$ cat config.mk
export PLATFORM = sky130hd
export DESIGN_NAME = uart_rx_fifo_flat
export DESIGN_NICKNAME = d
export VERILOG_FILES = /design/src/rtl/serial_pkg.sv /design/src/rtl/uart_rx_fifo_if.sv /design/src/rtl/sync_fifo.sv /design/src/rtl/uart_rx_fifo.sv /design/src/flat_wrapper.sv
export SDC_FILE = /design/constraint.sdc
export NUM_CORES = 1
export LEC_CHECK = 0
export ABC_AREA = 1
export CAP_MARGIN = 20
export CORE_ASPECT_RATIO = 1.1
export CORE_MARGIN = 3
export CORE_UTILIZATION = 62
export DETAILED_ROUTE_END_ITERATION = 12
export PLACE_DENSITY = 0.78
export RECOVER_POWER = 50
export SLEW_MARGIN = 20
export SYNTH_ARGS = -nofsm -noshare
export SYNTH_HDL_FRONTEND = slang
export SYNTH_SLANG_ARGS = --single-unit
$ cat constraint.sdc
create_clock -name clk -period 3.4 [get_ports clk]
set_input_delay 0.34 -clock clk [delete_from_list [all_inputs] [get_ports clk]]
set_output_delay 0.34 -clock clk [all_outputs]
set_load 0.005 [all_outputs]
$ cat src/rtl/serial_pkg.sv
// Shared definitions for the serial block: receiver FSM states, default
// line timing, register map offsets and status bit positions.
package serial_pkg;

    typedef enum logic [2:0] {
        IDLE,
        START,
        DATA,
        PARITY,
        STOP,
        WAIT_HI
    } rx_state_t;

    localparam int unsigned DEF_CLK_FREQ = 50000000;
    localparam int unsigned DEF_BAUD     = 115200;

    localparam logic [3:0] REG_DATA   = 4'h8;
    localparam logic [3:0] REG_STATUS = 4'hc;

    localparam int unsigned STAT_CAN_WRITE = 0;
    localparam int unsigned STAT_CAN_READ  = 1;

endpackage

$ cat src/rtl/uart_rx_fifo_if.sv
// Read-side bus between the receive FIFO and the serial register stage.
// slave: the receiver/FIFO side; master: the register stage side.
interface uart_rx_fifo_if #(
    parameter int unsigned DEPTH = 16
) ();
    logic                     pop;
    logic                     clr_err;
    logic [7:0]               data;
    logic                     valid;
    logic [$clog2(DEPTH):0]   count;
    logic                     overrun;
    logic                     frame_err;
    logic                     parity_err;

    modport slave (
        input  pop,
        input  clr_err,
        output data,
        output valid,
        output count,
        output overrun,
        output frame_err,
        output parity_err
    );

    modport master (
        output pop,
        output clr_err,
        input  data,
        input  valid,
        input  count,
        input  overrun,
        input  frame_err,
        input  parity_err
    );
endinterface

$ cat src/rtl/sync_fifo.sv
// Show-ahead synchronous FIFO. A push while full is accepted only when a
// pop happens in the same cycle; a pop while empty is ignored.
module sync_fifo #(
    parameter int unsigned WIDTH = 8,
    parameter int unsigned DEPTH = 16
) (
    input  logic                     clk,
    input  logic                     rst_n,
    input  logic                     push,
    input  logic                     pop,
    input  logic [WIDTH-1:0]         din,
    output logic [WIDTH-1:0]         dout,
    output logic                     full,
    output logic                     empty,
    output logic [$clog2(DEPTH):0]   count
);
    localparam int unsigned AW = $clog2(DEPTH);

    logic [WIDTH-1:0] mem [DEPTH];
    logic [AW-1:0]    wr_ptr;
    logic [AW-1:0]    rd_ptr;
    logic             do_push;
    logic             do_pop;

    assign empty   = (count == '0);
    assign full    = (count == (AW+1)'(DEPTH));
    assign do_pop  = pop && !empty;
    assign do_push = push && (!full || do_pop);
    assign dout    = mem[rd_ptr];

    // Storage, pointers (wrapping modulo DEPTH) and occupancy
    always_ff @(posedge clk or negedge rst_n) begin
        if (!rst_n) begin
            mem    <= '{default: '0};
            wr_ptr <= '0;
            rd_ptr <= '0;
            count  <= '0;
        end else begin
            if (do_push) begin
                mem[wr_ptr] <= din;
                wr_ptr      <= wr_ptr + 1'b1;
            end
            if (do_pop) begin
                rd_ptr <= rd_ptr + 1'b1;
            end
            case ({do_push, do_pop})
                2'b10:   count <= count + 1'b1;
                2'b01:   count <= count - 1'b1;
                default: count <= count;
            endcase
        end
    end
endmodule

$ cat src/rtl/uart_rx_fifo.sv
// UART receiver (8N1, LSB first) feeding a byte FIFO, with sticky
// overrun / framing / parity error flags.
// Build option: define UART_RX_PARITY_EN for an even-parity bit (8E1).
module uart_rx_fifo
    import serial_pkg::*;
#(
    parameter int unsigned CLK_FREQ = DEF_CLK_FREQ,
    parameter int unsigned BAUD     = DEF_BAUD,
    parameter int unsigned DEPTH    = 16
) (
    input  logic           clk,
    input  logic           rst_n,
    input  logic           rxd,
    uart_rx_fifo_if.slave  bus
);
    localparam int unsigned BIT_CYC = CLK_FREQ / BAUD;
    localparam int unsigned HALF    = BIT_CYC / 2;
    localparam int unsigned DIV_W   = $clog2(BIT_CYC) + 1;
    localparam logic [DIV_W-1:0] BIT_LIM  = DIV_W'(BIT_CYC - 1);
    localparam logic [DIV_W-1:0] HALF_LIM = DIV_W'(HALF - 1);

    rx_state_t        state;
    rx_state_t        state_nxt;
    logic             rx_meta;
    logic             rx_s;
    logic [DIV_W-1:0] div;
    logic [DIV_W-1:0] div_lim;
    logic             tick;
    logic [2:0]       idx;
    logic [7:0]       sr;
    logic             sample_dat;
    logic             stop_ok;
    logic             set_fe;
    logic             push;
    logic             ovf_set;
    logic             fifo_full;
    logic             fifo_empty;
    logic             overrun_q;
    logic             frame_err_q;
`ifdef UART_RX_PARITY_EN
    logic             set_pe;
    logic             par_bad;
    logic             parity_err_q;
`endif

    // Two-flop synchronizer for the asynchronous line (idles high)
    always_ff @(posedge clk or negedge rst_n) begin
        if (!rst_n) begin
            rx_meta <= 1'b1;
            rx_s    <= 1'b1;
        end else begin
            rx_meta <= rxd;
            rx_s    <= rx_meta;
        end
    end

    assign div_lim = (state == START) ? HALF_LIM : BIT_LIM;
    assign tick    = (div == div_lim);

    // FSM state register
    always_ff @(posedge clk or negedge rst_n) begin
        if (!rst_n) state <= IDLE;
        else        state <= state_nxt;
    end

    // FSM next-state logic
    always_comb begin
        state_nxt = state;
        case (state)
            IDLE:    if (!rx_s) state_nxt = START;
            START:   if (tick) state_nxt = rx_s ? IDLE : DATA;
`ifdef UART_RX_PARITY_EN
            DATA:    if (tick && idx == 3'd7) state_nxt = PARITY;
            PARITY:  if (tick) state_nxt = STOP;
`else
            DATA:    if (tick && idx == 3'd7) state_nxt = STOP;
`endif
            STOP:    if (tick) state_nxt = rx_s ? IDLE : WAIT_HI;
            WAIT_HI: if (rx_s) state_nxt = IDLE;
            default: state_nxt = IDLE;
        endcase
    end

    // FSM outputs: sample strobes and error/push events
    always_comb begin
        sample_dat = 1'b0;
        stop_ok    = 1'b0;
        set_fe     = 1'b0;
`ifdef UART_RX_PARITY_EN
        set_pe     = 1'b0;
`endif
        case (state)
            DATA:    sample_dat = tick;
`ifdef UART_RX_PARITY_EN
            PARITY:  set_pe = tick && (^{sr, rx_s});
`endif
            STOP: begin
                stop_ok = tick && rx_s;
                set_fe  = tick && !rx_s;
            end
            default: ;
        endcase
    end

    // Bit-period divider; reloads on every state change and every sample
    always_ff @(posedge clk or negedge rst_n) begin
        if (!rst_n) begin
            div <= '0;
        end else if (state_nxt != state || tick || state == IDLE || state == WAIT_HI) begin
            div <= '0;
        end else begin
            div <= div + 1'b1;
        end
    end

    // Shift register and bit index
    always_ff @(posedge clk or negedge rst_n) begin
        if (!rst_n) begin
            idx <= '0;
            sr  <= '0;
        end else if (state == START) begin
            idx <= '0;
        end else if (sample_dat) begin
            sr[idx] <= rx_s;
            idx     <= idx + 1'b1;
        end
    end

`ifdef UART_RX_PARITY_EN
    // A bad parity bit marks the frame so the stop sample drops the byte
    always_ff @(posedge clk or negedge rst_n) begin
        if (!rst_n)              par_bad <= 1'b0;
        else if (state == START) par_bad <= 1'b0;
        else if (set_pe)         par_bad <= 1'b1;
    end

    assign push = stop_ok && !par_bad;
`else
    assign push = stop_ok;
`endif

    assign ovf_set = push && fifo_full && !bus.pop;

    // Sticky error flags; a new error outranks a simultaneous clear
    always_ff @(posedge clk or negedge rst_n) begin
        if (!rst_n) begin
            overrun_q   <= 1'b0;
            frame_err_q <= 1'b0;
        end else begin
            if (ovf_set)          overrun_q <= 1'b1;
            else if (bus.clr_err) overrun_q <= 1'b0;
            if (set_fe)           frame_err_q <= 1'b1;
            else if (bus.clr_err) frame_err_q <= 1'b0;
        end
    end

`ifdef UART_RX_PARITY_EN
    // Sticky parity flag
    always_ff @(posedge clk or negedge rst_n) begin
        if (!rst_n)           parity_err_q <= 1'b0;
        else if (set_pe)      parity_err_q <= 1'b1;
        else if (bus.clr_err) parity_err_q <= 1'b0;
    end

    assign bus.parity_err = parity_err_q;
`else
    assign bus.parity_err = 1'b0;
`endif

    assign bus.overrun   = overrun_q;
    assign bus.frame_err = frame_err_q;
    assign bus.valid     = !fifo_empty;

    sync_fifo #(
        .WIDTH (8),
        .DEPTH (DEPTH)
    ) u_fifo (
        .clk   (clk),
        .rst_n (rst_n),
        .push  (push),
        .pop   (bus.pop),
        .din   (sr),
        .dout  (bus.data),
        .full  (fifo_full),
        .empty (fifo_empty),
        .count (bus.count)
    );
endmodule

$ cat src/flat_wrapper.sv
// flat-port wrapper written by rule: the top's interface ports become plain ports
module uart_rx_fifo_flat import serial_pkg::*;
#(
    parameter int unsigned CLK_FREQ = DEF_CLK_FREQ,
    parameter int unsigned BAUD     = DEF_BAUD,
    parameter int unsigned DEPTH    = 16
)
  (clk, rst_n, rxd, bus_pop, bus_clr_err, bus_data, bus_valid, bus_count, bus_overrun, bus_frame_err, bus_parity_err);
  uart_rx_fifo_if #(.DEPTH(DEPTH)) bus_i ();
  input  logic clk;
  input  logic rst_n;
  input  logic rxd;
  input wire logic [$bits(bus_i.pop)-1:0] bus_pop;
  input wire logic [$bits(bus_i.clr_err)-1:0] bus_clr_err;
  output wire logic [$bits(bus_i.data)-1:0] bus_data;
  output wire logic [$bits(bus_i.valid)-1:0] bus_valid;
  output wire logic [$bits(bus_i.count)-1:0] bus_count;
  output wire logic [$bits(bus_i.overrun)-1:0] bus_overrun;
  output wire logic [$bits(bus_i.frame_err)-1:0] bus_frame_err;
  output wire logic [$bits(bus_i.parity_err)-1:0] bus_parity_err;
  assign bus_i.pop = bus_pop;
  assign bus_i.clr_err = bus_clr_err;
  assign bus_data = bus_i.data;
  assign bus_valid = bus_i.valid;
  assign bus_count = bus_i.count;
  assign bus_overrun = bus_i.overrun;
  assign bus_frame_err = bus_i.frame_err;
  assign bus_parity_err = bus_i.parity_err;
  uart_rx_fifo #(.CLK_FREQ(CLK_FREQ), .BAUD(BAUD), .DEPTH(DEPTH)) u_core (.clk(clk), .rst_n(rst_n), .rxd(rxd), .bus(bus_i));
endmodule
==> out/qor.yml, run 1 <==
setup_path:
  criticalPathCategory: "reg -> out"
  crit_top_cell: "o211ai_1"
  required_ps: 3060
  slowest_stage: "dfrtp_2"
  cp.arrival_ps: 2650
  r2r_cells: 11
  max_stage_delay_ps: 750
  cp_max_fo: 33
  path_buf_inv: 2
  r2r-start: "u_core.state[1]"
  r2r_slack_ps: 460
  end_kind: "output port"
  startpoint_type: "flop"
  crit_chain: "buf_4 > o21ai_0 > o211ai_1 > o211ai_1 > nand2_1 > clkdlybuf4s50_1"
  worstReg2RegEnd: "u_core.bus.overrun"
  cp_top_family: "buffers and inverters"
synthesis:
  syn_nets: 1112
  syn_inst: 1094
  synth_top_cell_by_area: "dfrtp_1"
  ys_top_cells_by_count: "nand2_1 (332), dfrtp_1 (167), nand4_1 (142)"
  synthDistinctLibCells: 39
  synthArstFlopShare_pct: 100
  synth_area_leaders: "dfrtp_1 (47%), nand2_1 (14%), nand4_1 (9.9%), nor2_1 (4.6%), o21ai_0 (3.8%)"
  seq_area_frac_synth_pct: 47.4
  ys.flop_type: "dfrtp_1"
  synth_top_area_share_pct: 46.8
  synth_most_common_cell: "nand2_1"
  mappedNetlistArea_sq_um: 8930
  yosys_warnings: 0
  avgSynthCellArea_sq_um: 8.16
  synth_edf_count: 0
  synth-seq-cells: 169
route:
  drt_iter0_drc: 1078
  dr.pass1.iters: 5
  route.detailed.drc: 0
  postRouteAntennaNets: 0
  totalWireLength_microns: 23600
  wl_per_cell_microns: 18.5
  drt-vias-per-instance: 6.22
  num_vias: 7929
worst_hold_path:
  worstHoldPathType: "reg -> reg"
  hold_path_end: "u_core.rx_s"
  holdPathStages: 0
  hold_path_startpoint: "u_core.rx_meta"
final_layout:
  antenna-diode-count: 0
  fin_nets: 1091
  drive_above_1_share_pct: 6.54
  synthToLayoutAreaGrowth_pct: 8.66
  postLayoutCoreUtil_pct: 69.5
  final_cell_area_sq_um: 9710
  nFillCells: 1177
sta:
  tightest_slew_ps: 2130
  finalSetupTns_ps: 0
  finClkSkew_ps: 8.59
  setup_violations: 0
  layout_min_cycle_time_ps: 2990
  rsz0062_at_grt: "no"
  finalCritPeriodShare_pct: 88.0
  hold_viol_final: 0
  slew_headroom_pct: -41.8
  fmax_mhz: 334
  slew_violations: 86
grt:
  antenna_found_initial: 0
  grt_pass1_wl_microns: 38700
  gr-total-overflow: 0
  grt_usage_pct: 30.4
  grt_max_degree: 149
  grt_pass1_vias: 7378
pwr:
  finalPower_mw: 3.89
  vdd_ir_drop_max_mv: 0.344
  p_leak_nw: 4.85
  power.density_nw_per_um2: 401
  seqPwrFrac_pct: 51.7
  p_comb_share_pct: 1.2
  power_switching_mw: 0.868
  power.internal_mw: 3.03
  p_sw_share_pct: 22.3
  clkPwrFrac_pct: 47.0
floorplanning:
  die_w_microns: 120
  start_util_pct: 64.0
  io_pins: 22
  core_area_sq_um: 14000
  rows: 45
  die_height_microns: 132
  die_area_sq_um: 15900
clocking:
  hold_buffers: 1
  h-tree-depth: 4
  cts_resized: 0
  cts_buffers: 17
  cts.clk_slew.worst_paths_ps: 60
  clk_latency_ps: 440
  clock_sinks: 169
  root_buffer: "clkbuf_16"
  post_cts_buffers: 0
  cts_tree: "yes"
  cts_buffer_depth: 2
placed_design:
  placed_area_sq_um: 9180
  place.port_buffers: 20
  hpwl_microns: 14300
  place_congestion: 0.900
run_status:
  status: "finished with violations"
  violations: "capacitance limit, slew limit"
flow_run:
  cap_viol_max_count: 1
==> cell type report <==
class                      count  area, sq um  share of cell area, %
tap                          188          235                   2.42
clock inverter                14          128                   1.31
timing repair buffer          36          342                   3.52
multi-input combinational    796         4140                   42.6
clock buffer                  18          429                   4.42
inverter                      53          199                   2.05
sequential                   169         4230                   43.6
==> power groups by stage <==
| stage | sequential, mW | clock (mW) | combinational (mW) |
|---|---|---|---|
| 3_5_place_dp | 2.05 | 0 | 0.0527 |
| 4_1_cts | 2.01 | 1.85 | 0.0536 |
| 3_3_place_gp | 2.05 | 0 | 0.0526 |
| 6_report | 2.01 | 1.83 | 0.0484 |
| 5_1_grt | 2.01 | 1.94 | 0.0567 |
| 2_1_floorplan | 2.05 | 0 | 0.00327 |
==> cells in the final DEF, fill, tap and decap left out, drive strengths merged <==
cell type and n:
clkdlybuf4s50 18, dlygate4sd3 2, inv 51, clkbuf 24, a31oi 1, ha 12
a211oi 1, xnor2 1, nor2 113, nor3 8, a21oi 7, clkinv 8
nand2 335, o22ai 7, bufinv 1, o211ai 25, dfrtp 167, xor2 7
clkinvlp 7, nor3b 4, buf 10, nor4 1, mux2i 14, conb 1
o21ai 67, o221ai 7, nor4b 1, nand3 29, dfstp 2, or2 1
fa 1, nand4 153
==> worst register-to-register path: cells and delay by family, from the launching register on <==
family	cells	cell delay, ps
flip-flops	1	430
AO/OA/AOI/OAI	1	140
AND/OR/NAND/NOR	7	930
buffers and inverters	3	1360
==> how the worst max path moves through the flow <==
stage	to	from	cells past startpoint	slack (ps)
5_1_grt	u_core.bus.overrun	u_core.state[1]	11	200
3_5_place_dp	u_core.bus.overrun	u_core.state[1]	11	560
6_report	bus_data[7]	u_core.u_fifo.rd_ptr[1]	6	410
3_3_place_gp	u_core.bus.overrun	u_core.state[1]	11	600
4_1_cts	bus_data[4]	u_core.u_fifo.rd_ptr[1]	6	440
2_1_floorplan	u_core.u_fifo.count[4]	u_core.state[1]	18	740
==> sequential cells by signal, indices dropped and copies added, names as in the netlist, 3 cells and up <==
| register | flops |
|---|---|
| u_core.sr | 8 |
| u_core.idx | 3 |
| u_core.div | 10 |
| u_core.state | 3 |
| u_core.u_fifo.mem | 128 |
| u_core.u_fifo.wr_ptr | 4 |
| u_core.u_fifo.rd_ptr | 4 |
| u_core.u_fifo.count | 5 |
==> per-stage QoR <==
stage / hold slack (ps) / cells / setup slack [ps]
finish: 360 / 1274 / 408
global route: 363 / 1274 / 196
CTS: 302 / 1274 / 436
detailed placement: 352 / 1241 / 561
global placement: 346 / 1241 / 601
floorplan: 44.4 / 1094 / 743
==> layer usage <==
| metal | GRT usage, % | up-vias | wire, microns |
|---|---|---|---|
| li1 | - | 3702 | - |
| met1 | 42.8 | 3794 | 9770 |
| met2 | 45.4 | 362 | 11000 |
| met3 | 5.41 | 71 | 1900 |
| met4 | 15.2 | 0 | 1000 |
| met5 | 0 | - | 0 |
==> logic make-up (layout without fill, tap and decap cells) <==
kind of cell | Yosys count | after routing | share of synthesized area (%)
buffers and inverters | 129 | 121 | 6.23
adders and majority gates | 13 | 13 | 1.90
and+or+nand+nor | 645 | 645 | 34.5
xor gates and xnor gates | 8 | 8 | 0.784
muxes | 14 | 14 | 1.57
DFF | 169 | 169 | 47.4
AOI/OAI and AO/OA | 115 | 115 | 7.58
other | 1 | 1 | 0.0420
Note: power is estimated with default switching activity, not from simulation.
==> run 2: changes to the inputs <==
--- a/config.mk
+++ b/config.mk
@@ -6,12 +6,13 @@
 export NUM_CORES = 1
 export LEC_CHECK = 0
 export ABC_AREA = 1
+export ABC_CLOCK_PERIOD_IN_PS = 3400
 export CAP_MARGIN = 20
 export CORE_ASPECT_RATIO = 1.1
 export CORE_MARGIN = 3
-export CORE_UTILIZATION = 62
+export CORE_UTILIZATION = 50
 export DETAILED_ROUTE_END_ITERATION = 12
-export PLACE_DENSITY = 0.78
+export PLACE_DENSITY = 0.65
 export RECOVER_POWER = 50
 export SLEW_MARGIN = 20
 export SYNTH_ARGS = -nofsm -noshare
==> run 2 against run 1 <==
  * The run now ends clean
  * Count of clock-buffer cells in the layout increased by 3
  * Final area increased by 1.7%
  * Worst setup slack gained 100 ps
  * Routed wire length is 1.5% higher
  * Total power is 5.5% higher
  * Core utilization down 12 points
  * Clock power grew 11%
  * Cell count grew 3.5%
  * Sequential share of layout area fell by 0.71 points
  * Maximum frequency is 3.6% higher
  * Largest power group is now the clock network
  * Highest routed layer unchanged
==> out/qor.yml, run 2 (same netlist as run 1, synthesis figures left out) <==
run_status:
  status: "completed"
final_layout:
  stdcell_count: 1319  # +3.5%
  synthToLayoutAreaGrowth_pct: 10.5
  antenna-diode-count: 0  # unchanged
  final_cell_area_sq_um: 9870  # +1.7%
  largestRegisters: "u_core.u_fifo.mem: 128 flops, u_core.div: 10 flops, u_core.sr: 8 flops"
  postLayoutCoreUtil_pct: 57.1  # -12 points
  mostFrequentLayoutCells: "nand2_1 (331), dfrtp_1 (165), nand4_1 (142)"
  fin_nets: 1091  # unchanged
  regMostFlops: "u_core.u_fifo.mem"
  largest_reg_flops: 128  # unchanged
  layout_commonest_cell: "nand2_1"
  drive_above_1_share_pct: 6.91  # +0.37 points
sta:
  fmax_mhz: 346  # +3.6%
  slew_violations: 0  # -100%
  hold_viol_final: 0  # unchanged
  slew_headroom_pct: 9.94  # +52 points
  setup_violations: 0  # unchanged
  layout_min_cycle_time_ps: 2890  # -104 ps
  finalCritPeriodShare_pct: 84.9  # -3.1 points
  hold_slack_ps: 356  # -4.20 ps
  tightest_slew_ps: 1350  # -776 ps
  rsz0062_at_grt: "no"
  finClkSkew_ps: 7.71  # -0.876 ps
  worst_slack_ps: 512  # +104 ps
  finalSetupTns_ps: 0  # unchanged
pwr:
  power_switching_mw: 0.857  # -1.3%
  p_sw_share_pct: 20.9  # -1.4 points
  p_comb_share_pct: 1.2  # about the same
  finalPower_mw: 4.11  # +5.5%
  clkPwrFrac_pct: 49.8  # +2.8 points
  vdd_ir_drop_max_mv: 0.373  # +8.3%
  power.density_nw_per_um2: 416  # +3.7%
  seqPwrFrac_pct: 49.0  # -2.7 points
  power.internal_mw: 3.25  # +7.4%
  p_leak_nw: 4.91  # +1.3%
clocking:
  clock_sinks: 169  # unchanged
  cts_buffers: 17  # unchanged
  h-tree-depth: 4  # unchanged
  post_cts_buffers: 0  # unchanged
  hold_buffers: 1  # unchanged
  cts_buffer_depth: 2  # unchanged
  cts.clk_slew.worst_paths_ps: 60  # about the same
  root_buffer: "clkbuf_16"
  cts_tree: "yes"
  clk_latency_ps: 440  # about the same
  cts_resized: 0  # unchanged
grt:
  antenna_found_initial: 0  # unchanged
  grt_max_degree: 149  # unchanged
  grt_pass1_vias: 7225  # -2.1%
  grt_pass1_wl_microns: 39300  # +1.4%
  gr-total-overflow: 0  # unchanged
  grt_usage_pct: 25.1  # -5.3 points
setup_path:
  cp_max_fo: 83  # +150%
  startpoint_type: "flop"
  cp.arrival_ps: 3250  # +600 ps
  end_kind: "flop"
  criticalPathCategory: "reg -> reg"
  required_ps: 3760  # +700 ps
placed_design:
  pre_cts_ws_ps: 599  # +37.5 ps
  place_congestion: 0.839  # -6.8%
  hpwl_microns: 14200  # -0.54%
  dp_cells: 1287  # +3.7%
  place.port_buffers: 20  # unchanged
  placed_area_sq_um: 9260  # +0.90%
floorplanning:
  die_height_microns: 146  # +11%
  die_area_sq_um: 19500  # +23%
  io_pins: 22  # unchanged
  rows: 50  # +11%
  start_util_pct: 51.7  # -12 points
  core_area_sq_um: 17300  # +24%
  die_w_microns: 133  # +11%
route:
  wl_per_cell_microns: 18.2  # -1.9%
  totalWireLength_microns: 24000  # +1.5%
  dr.pass1.iters: 5  # unchanged
  drt_iter0_drc: 751  # -30%
  route.detailed.drc: 0  # unchanged
  drt-vias-per-instance: 5.84  # -6.2%
  postRouteAntennaNets: 0  # unchanged
  num_vias: 7699  # -2.9%
worst_hold_path:
  worstHoldPathType: "reg -> reg"
flow_run:
  cap_viol_max_count: 0  # -1
## run 2: path summary, 6_finish.rpt
| path | from | end | slack [ps] | depth (start not counted) |
|---|---|---|---|---|
| min in group asynchronous | rst_n | u_core.u_fifo.mem[27] | 730 | 2 |
| max in group asynchronous | rst_n | u_core.div[1] | 700 | 3 |
| hold reg to reg | u_core.rx_meta | u_core.rx_s | 360 | 0 |
| hold / removal | u_core.rx_meta | u_core.rx_s | 360 | 0 |
| setup reg to reg | u_core.state[1] | u_core.u_fifo.mem[67] | 510 | 11 |
| setup / recovery | u_core.state[1] | u_core.u_fifo.mem[67] | 510 | 11 |
## run 2: layout make-up
type,count,area (sq um)
clock buffers,21,480
fillers,1609,7400
flip-flops and latches,169,4230
inverters,53,199
well taps,234,293
clock inverters,10,143
multi-input cells,796,4160
repair buffers,36,362
## run 2: worst max-delay path, stage by stage (launching register included)
cell	delay [ps]
dfrtp_1	430
inv_2	100
nand2_2	60
nor2_2	120
nand2_1	80
nand2_2	100
nand4_2	140
nor2_4	130
buf_4	690
buf_4	610
nand4_1	160
nand2_1	120
## run 2: power by group through the flow
| stage | Sequential, mW | Combinational (mW) | Clock, mW |
|---|---|---|---|
| after floorplan | 2.05 | 0.00327 | 0 |
| after global placement | 2.05 | 0.0541 | 0 |
| after detailed placement | 2.05 | 0.0539 | 0 |
| after CTS | 2.01 | 0.0549 | 2.07 |
| after global routing | 2.01 | 0.0569 | 2.15 |
| final | 2.01 | 0.0481 | 2.04 |
## run 2: layer usage
layer	GRT usage, %	part of all wire, %	vias to the layer above
met5	0	0	-
met4	8.33	1.8	0
met3	4.00	5.4	36
met2	38.6	47	231
met1	36.4	46	3732
li1	-	-	3700
==> run 3: changes to the inputs <==
--- a/config.mk
+++ b/config.mk
@@ -6,7 +6,7 @@
 export NUM_CORES = 1
 export LEC_CHECK = 0
 export ABC_AREA = 1
-export ABC_CLOCK_PERIOD_IN_PS = 3400
+export ABC_CLOCK_PERIOD_IN_PS = 2800
 export CAP_MARGIN = 20
 export CORE_ASPECT_RATIO = 1.1
 export CORE_MARGIN = 3
==> constraint.sdc (replaced) <==
create_clock -name clk -period 2.8 [get_ports clk]
set_input_delay 0.28 -clock clk [delete_from_list [all_inputs] [get_ports clk]]
set_output_delay 0.28 -clock clk [all_outputs]
set_load 0.005 [all_outputs]
==> run 3 against run 2 <==
  * Highest routed layer unchanged
  * Critical endpoint is now bus_data[4]
  * Non-clock buffer count grew 26
  * Critical path type is now reg -> out
  * First-iteration DRC count grew 14%
  * Final area grew 2.8%
  * Core utilization grew 1.6 points
  * Register-to-register slack lost 270 ps
  * Combinational power grew 22%
==> out/qor.yml, run 3 (same netlist as run 1, synthesis figures left out) <==
floorplanning:
  io_pins: 22  # unchanged
  die_w_microns: 133  # unchanged
  die_height_microns: 146  # unchanged
  core_area_sq_um: 17300  # unchanged
  start_util_pct: 51.7  # unchanged
  rows: 50  # unchanged
  die_area_sq_um: 19500  # unchanged
clocking:
  clock_sinks: 169  # unchanged
  h-tree-depth: 4  # unchanged
  root_buffer: "clkbuf_16"
  cts_buffer_depth: 2  # unchanged
  cts.clk_slew.worst_paths_ps: 70  # about the same
  clk_latency_ps: 430  # about the same
  cts_tree: "yes"
  cts_buffers: 17  # unchanged
route:
  totalWireLength_microns: 25000  # +4.4%
  num_vias: 7934  # +3.1%
  drt-vias-per-instance: 5.90  # +1.1%
  wl_per_cell_microns: 18.6  # +2.4%
  dr.pass1.iters: 5  # unchanged
  route.detailed.drc: 0  # unchanged
  drt_iter0_drc: 853  # +14%
  postRouteAntennaNets: 0  # unchanged
worst_hold_path:
  hold_path_end: "u_core.rx_s"
  holdPathStages: 0  # unchanged
  hold_path_startpoint: "u_core.rx_meta"
  worstHoldPathType: "reg -> reg"
setup_path:
  cp_max_fo: 23  # -72%
  end_kind: "output port"
  r2r_cells: 14  # +3
  cp.arrival_ps: 2480  # -770 ps
  crit_top_cell: "o211ai_1"
  required_ps: 2520  # -1240 ps
  slowest_stage: "clkdlybuf4s50_1"
  crit_chain: "buf_4 > o21ai_0 > o211ai_1 > o211ai_1 > nand2_1 > clkdlybuf4s50_1"
  criticalPathCategory: "reg -> out"
  startpoint_type: "flop"
  worstReg2RegEnd: "u_core.u_fifo.count[4]"
  r2r_slack_ps: 240  # -270 ps
  max_stage_delay_ps: 500  # -190 ps
  r2r-start: "u_core.u_fifo.count[1]"
sta:
  finClkSkew_ps: 9.38  # +1.67 ps
  slew_violations: 0  # unchanged
  slew_headroom_pct: 13.7  # +3.8 points
  hold_viol_final: 0  # unchanged
  rsz0062_at_grt: "yes"
  setup_violations: 0  # unchanged
  finalCritPeriodShare_pct: 98.4
  tightest_slew_ps: 1290  # -56.5 ps
  worst_slack_ps: 44.4  # -468 ps
  fmax_mhz: 363
  layout_min_cycle_time_ps: 2760
grt:
  grt_pass1_wl_microns: 40400  # +3.0%
  grt_pass1_vias: 7316  # +1.3%
  grt_max_degree: 149  # unchanged
  grt_usage_pct: 25.9  # +0.78 points
  antenna_found_initial: 0  # unchanged
  gr-total-overflow: 0  # unchanged
final_layout:
  drive_above_1_share_pct: 9.45  # +2.5 points
  synthToLayoutAreaGrowth_pct: 13.6
  largestRegisters: "u_core.u_fifo.mem: 128 flops, u_core.div: 10 flops, u_core.sr: 8 flops"
  fin_nets: 1117  # +2.4%
  layout_commonest_cell: "nand2_1"
  mostFrequentLayoutCells: "nand2_1 (331), dfrtp_1 (165), nand4_1 (142)"
  stdcell_count: 1345  # +2.0%
  regMostFlops: "u_core.u_fifo.mem"
  antenna-diode-count: 0  # unchanged
  largest_reg_flops: 128  # unchanged
pwr:
  p_leak_nw: 5.05  # +2.8%
  power.density_nw_per_um2: 503  # +21%
  vdd_ir_drop_max_mv: 0.462  # +24%
placed_design:
  place_congestion: 0.866  # +3.2%
  pre_cts_ws_ps: 130  # -469 ps
  dp_cells: 1310  # +1.8%
  place.port_buffers: 20  # unchanged
  hpwl_microns: 14800  # +4.0%
flow_run:
  cap_viol_max_count: 0  # unchanged
run_status:
  status: "completed"
==> run 3: layout make-up <==
cell class | count | area, sq um
fill | 1582 | 7120
sequential | 169 | 4230
multi-input combinational | 796 | 4180
timing repair buffer | 62 | 591
clock buffer | 21 | 480
tap | 234 | 293
inverter | 53 | 203
clock inverter | 10 | 166
==> run 3: stage by stage <==
step	hold slack [ps]	util (%)	power (mW)	cell area (sq um)	setup TNS, ps
floorplan	-15.6	-	2.49	8930	0
global placement	269	54.7	2.56	9440	0
detailed placement	264	54.7	2.56	9440	0
CTS	268	58.5	5.13	10100	0
global route	359	58.8	5.22	10100	-2.07
finish	358	58.8	5.10	10100	0
==> run 3: critical path: cells and delay by family (launching register included) <==
family	cells	cell delay, ps
AND/OR/NAND/NOR	1	130
flip-flops	1	420
AO/OA/AOI/OAI	3	660
buffers and inverters	2	820
==> run 3: layer usage <==
layer,share of wire (%),vias up,global-route usage [%]
met5,0,-,0
met4,1.4,0,7.25
met3,5.9,27,4.07
met2,47,268,40.1
met1,45,3893,37.9
li1,-,3746,-
==> run 3: power breakdown <==
part	internal [mW]	total, mW	switching [mW]
Combinational	0.00650	0.0586	0.0521
Clock	1.59	2.60	1.01
Sequential	2.44	2.44	0.000908
Total	4.04	5.10	1.07
==> run 3: worst max-delay path by stage <==
| stage | start | slack (ps) | end | depth (start not counted) |
|---|---|---|---|---|
| after global routing | u_core.u_fifo.rd_ptr[0] | -2 | bus_data[1] | 6 |
| after CTS | u_core.u_fifo.rd_ptr[0] | 40 | bus_data[1] | 9 |
| after floorplan | u_core.state[1] | 140 | u_core.u_fifo.count[4] | 18 |
| after global placement | u_core.div[1] | 170 | u_core.u_fifo.count[4] | 14 |
| final | u_core.u_fifo.rd_ptr[0] | 40 | bus_data[4] | 6 |
| after detailed placement | u_core.div[1] | 130 | u_core.u_fifo.count[4] | 14 |
==> run 3: repair_timing <==
action	CTS	global route
endpoints found under the hold margin	49	0
hold buffers	1	0
setup buffers	0	2
setup endpoints to repair	0	8
gates resized for setup	0	9
==> patch (settings of run 2) <==
One comparison of `count` changes from == to >=.
--- a/src/rtl/sync_fifo.sv
+++ b/src/rtl/sync_fifo.sv
@@ -23,7 +23,7 @@
     logic             do_pop;
 
     assign empty   = (count == '0);
-    assign full    = (count == (AW+1)'(DEPTH));
+    assign full    = (count >= (AW+1)'(DEPTH));
     assign do_pop  = pop && !empty;
     assign do_push = push && (!full || do_pop);
     assign dout    = mem[rd_ptr];
Function: no difference found for any inputs over 10 cycles, from zero or initial values and one cycle with rst_n low; that may be too few to reach the edited logic, so the function may still have changed.
==> patch against run 2 <==
  * Synthesized area decreased by 2.6%
  * Synthesized cell count decreased by 3.7%
  * Maximum frequency is 8.8% lower
  * Setup slack got worse by 0.28 ns
  * Global-route usage is 0.75 points higher
  * Routed wire length fell by 0.70%
  * Final area is 1.2% lower
  * Via count decreased by 2.1%
  * Sequential cell count unchanged
  * Die area fell by 2.5%
  * Count of clock-buffer cells in the layout up 1
  * Critical endpoint is now bus_data[3]
  * Largest cell class unchanged
Power is not compared: it rests on default switching activity, and its combinational part moved more than twofold at a synthesized area within 25%.
==> patch: results (changes against run 2) <==
critical_path:
  endpoint: "bus_data[3]"
  cp.arrival_ns: 2.83  # -0.42 ns
  timing.rr.start: "u_core.div[0]"
  timing.rr.end: "u_core.u_fifo.count[4]"
  worstSetupStartpoint: "u_core.u_fifo.rd_ptr[0]"
  cpPeakStageDelay_ns: 0.58  # -0.11 ns
  crit_fanout: 22  # -73%
  reg2reg_slack_ns: 0.62  # +0.11 ns
global_route:
  grt_start_max_net_pins: 133  # -11%
  met2_usage_pct: 40.8  # +2.2 points
  grt_pass1_vias: 7072  # -2.1%
  track_usage_pct: 25.8  # +0.75 points
  use_met1_pct: 36.7  # +0.28 points
finish:
  drive_gt1_share_pct: 7.55  # +0.64 points
  fill_cells: 1540  # -4.3%
  fin_cells: 1275  # -3.3%
sta:
  holdWs_ns: 0.361  # +0.00518 ns
  slew_headroom_pct: 3.01  # -6.9 points
route:
  wl_met1_mm: 10.8  # -1.2%
  wirelength_mm: 23.8  # -0.70%
  wl_met2_mm: 11.2  # -0.95%
  drt_iter0_markers: 811  # +8.0%
placed_design:
  place_hpwl_mm: 14.5  # +1.9%
  placed_area_um2: 9060  # -2.2%
  gp_congestion: 0.800  # -4.7%
  pre_cts_ws_ns: 0.613  # +0.0140 ns
yosys:
  yosys-mux-area-fraction_pct: 2.53  # +0.96 points
  synth_fa_ha_area_share_pct: 1.96  # +0.052 points
  synth_cells: 1053  # -3.7%
  synth_common_cells: "323 x nand2_1, 167 x dfrtp_1, 144 x nand4_1"
  synth_area_leaders: "dfrtp_1 48%, nand2_1 14%, nand4_1 10%, nor2_1 3.7%, clkbuf_1 2.8%"
run_status:
  status: "finished clean"
-- patch: cell types whose count changed after synthesis, moves of 8 or more --
cell,before,now
nand4_2,1,9
o32ai_1,0,9
o221ai_1,7,22
nand4_4,10,0
o211ai_1,25,9
clkbuf_1,38,65
nand2_1,332,323
mux2i_1,14,22
buf_1,10,2
nor2_1,109,85
buf_2,16,8
o21ai_0,67,48
nand3_1,28,18
-- patch: layout make-up --
| cell class | instances | area (um^2) | area share [%] |
|---|---|---|---|
| clock buffer | 22 | 494 | 5.07 |
| clock inverter | 10 | 186 | 1.91 |
| timing repair buffer | 46 | 444 | 4.55 |
| multi-input combinational | 745 | 3900 | 40.0 |
| tap | 229 | 287 | 2.94 |
| inverter | 54 | 203 | 2.08 |
| sequential | 169 | 4230 | 43.4 |
-- patch: what timing repair did --
action / in CTS / in global routing
hold buffers: 1 / 0
setup endpoints to repair: 0 / 0
endpoints found under the hold margin: 56 / 0
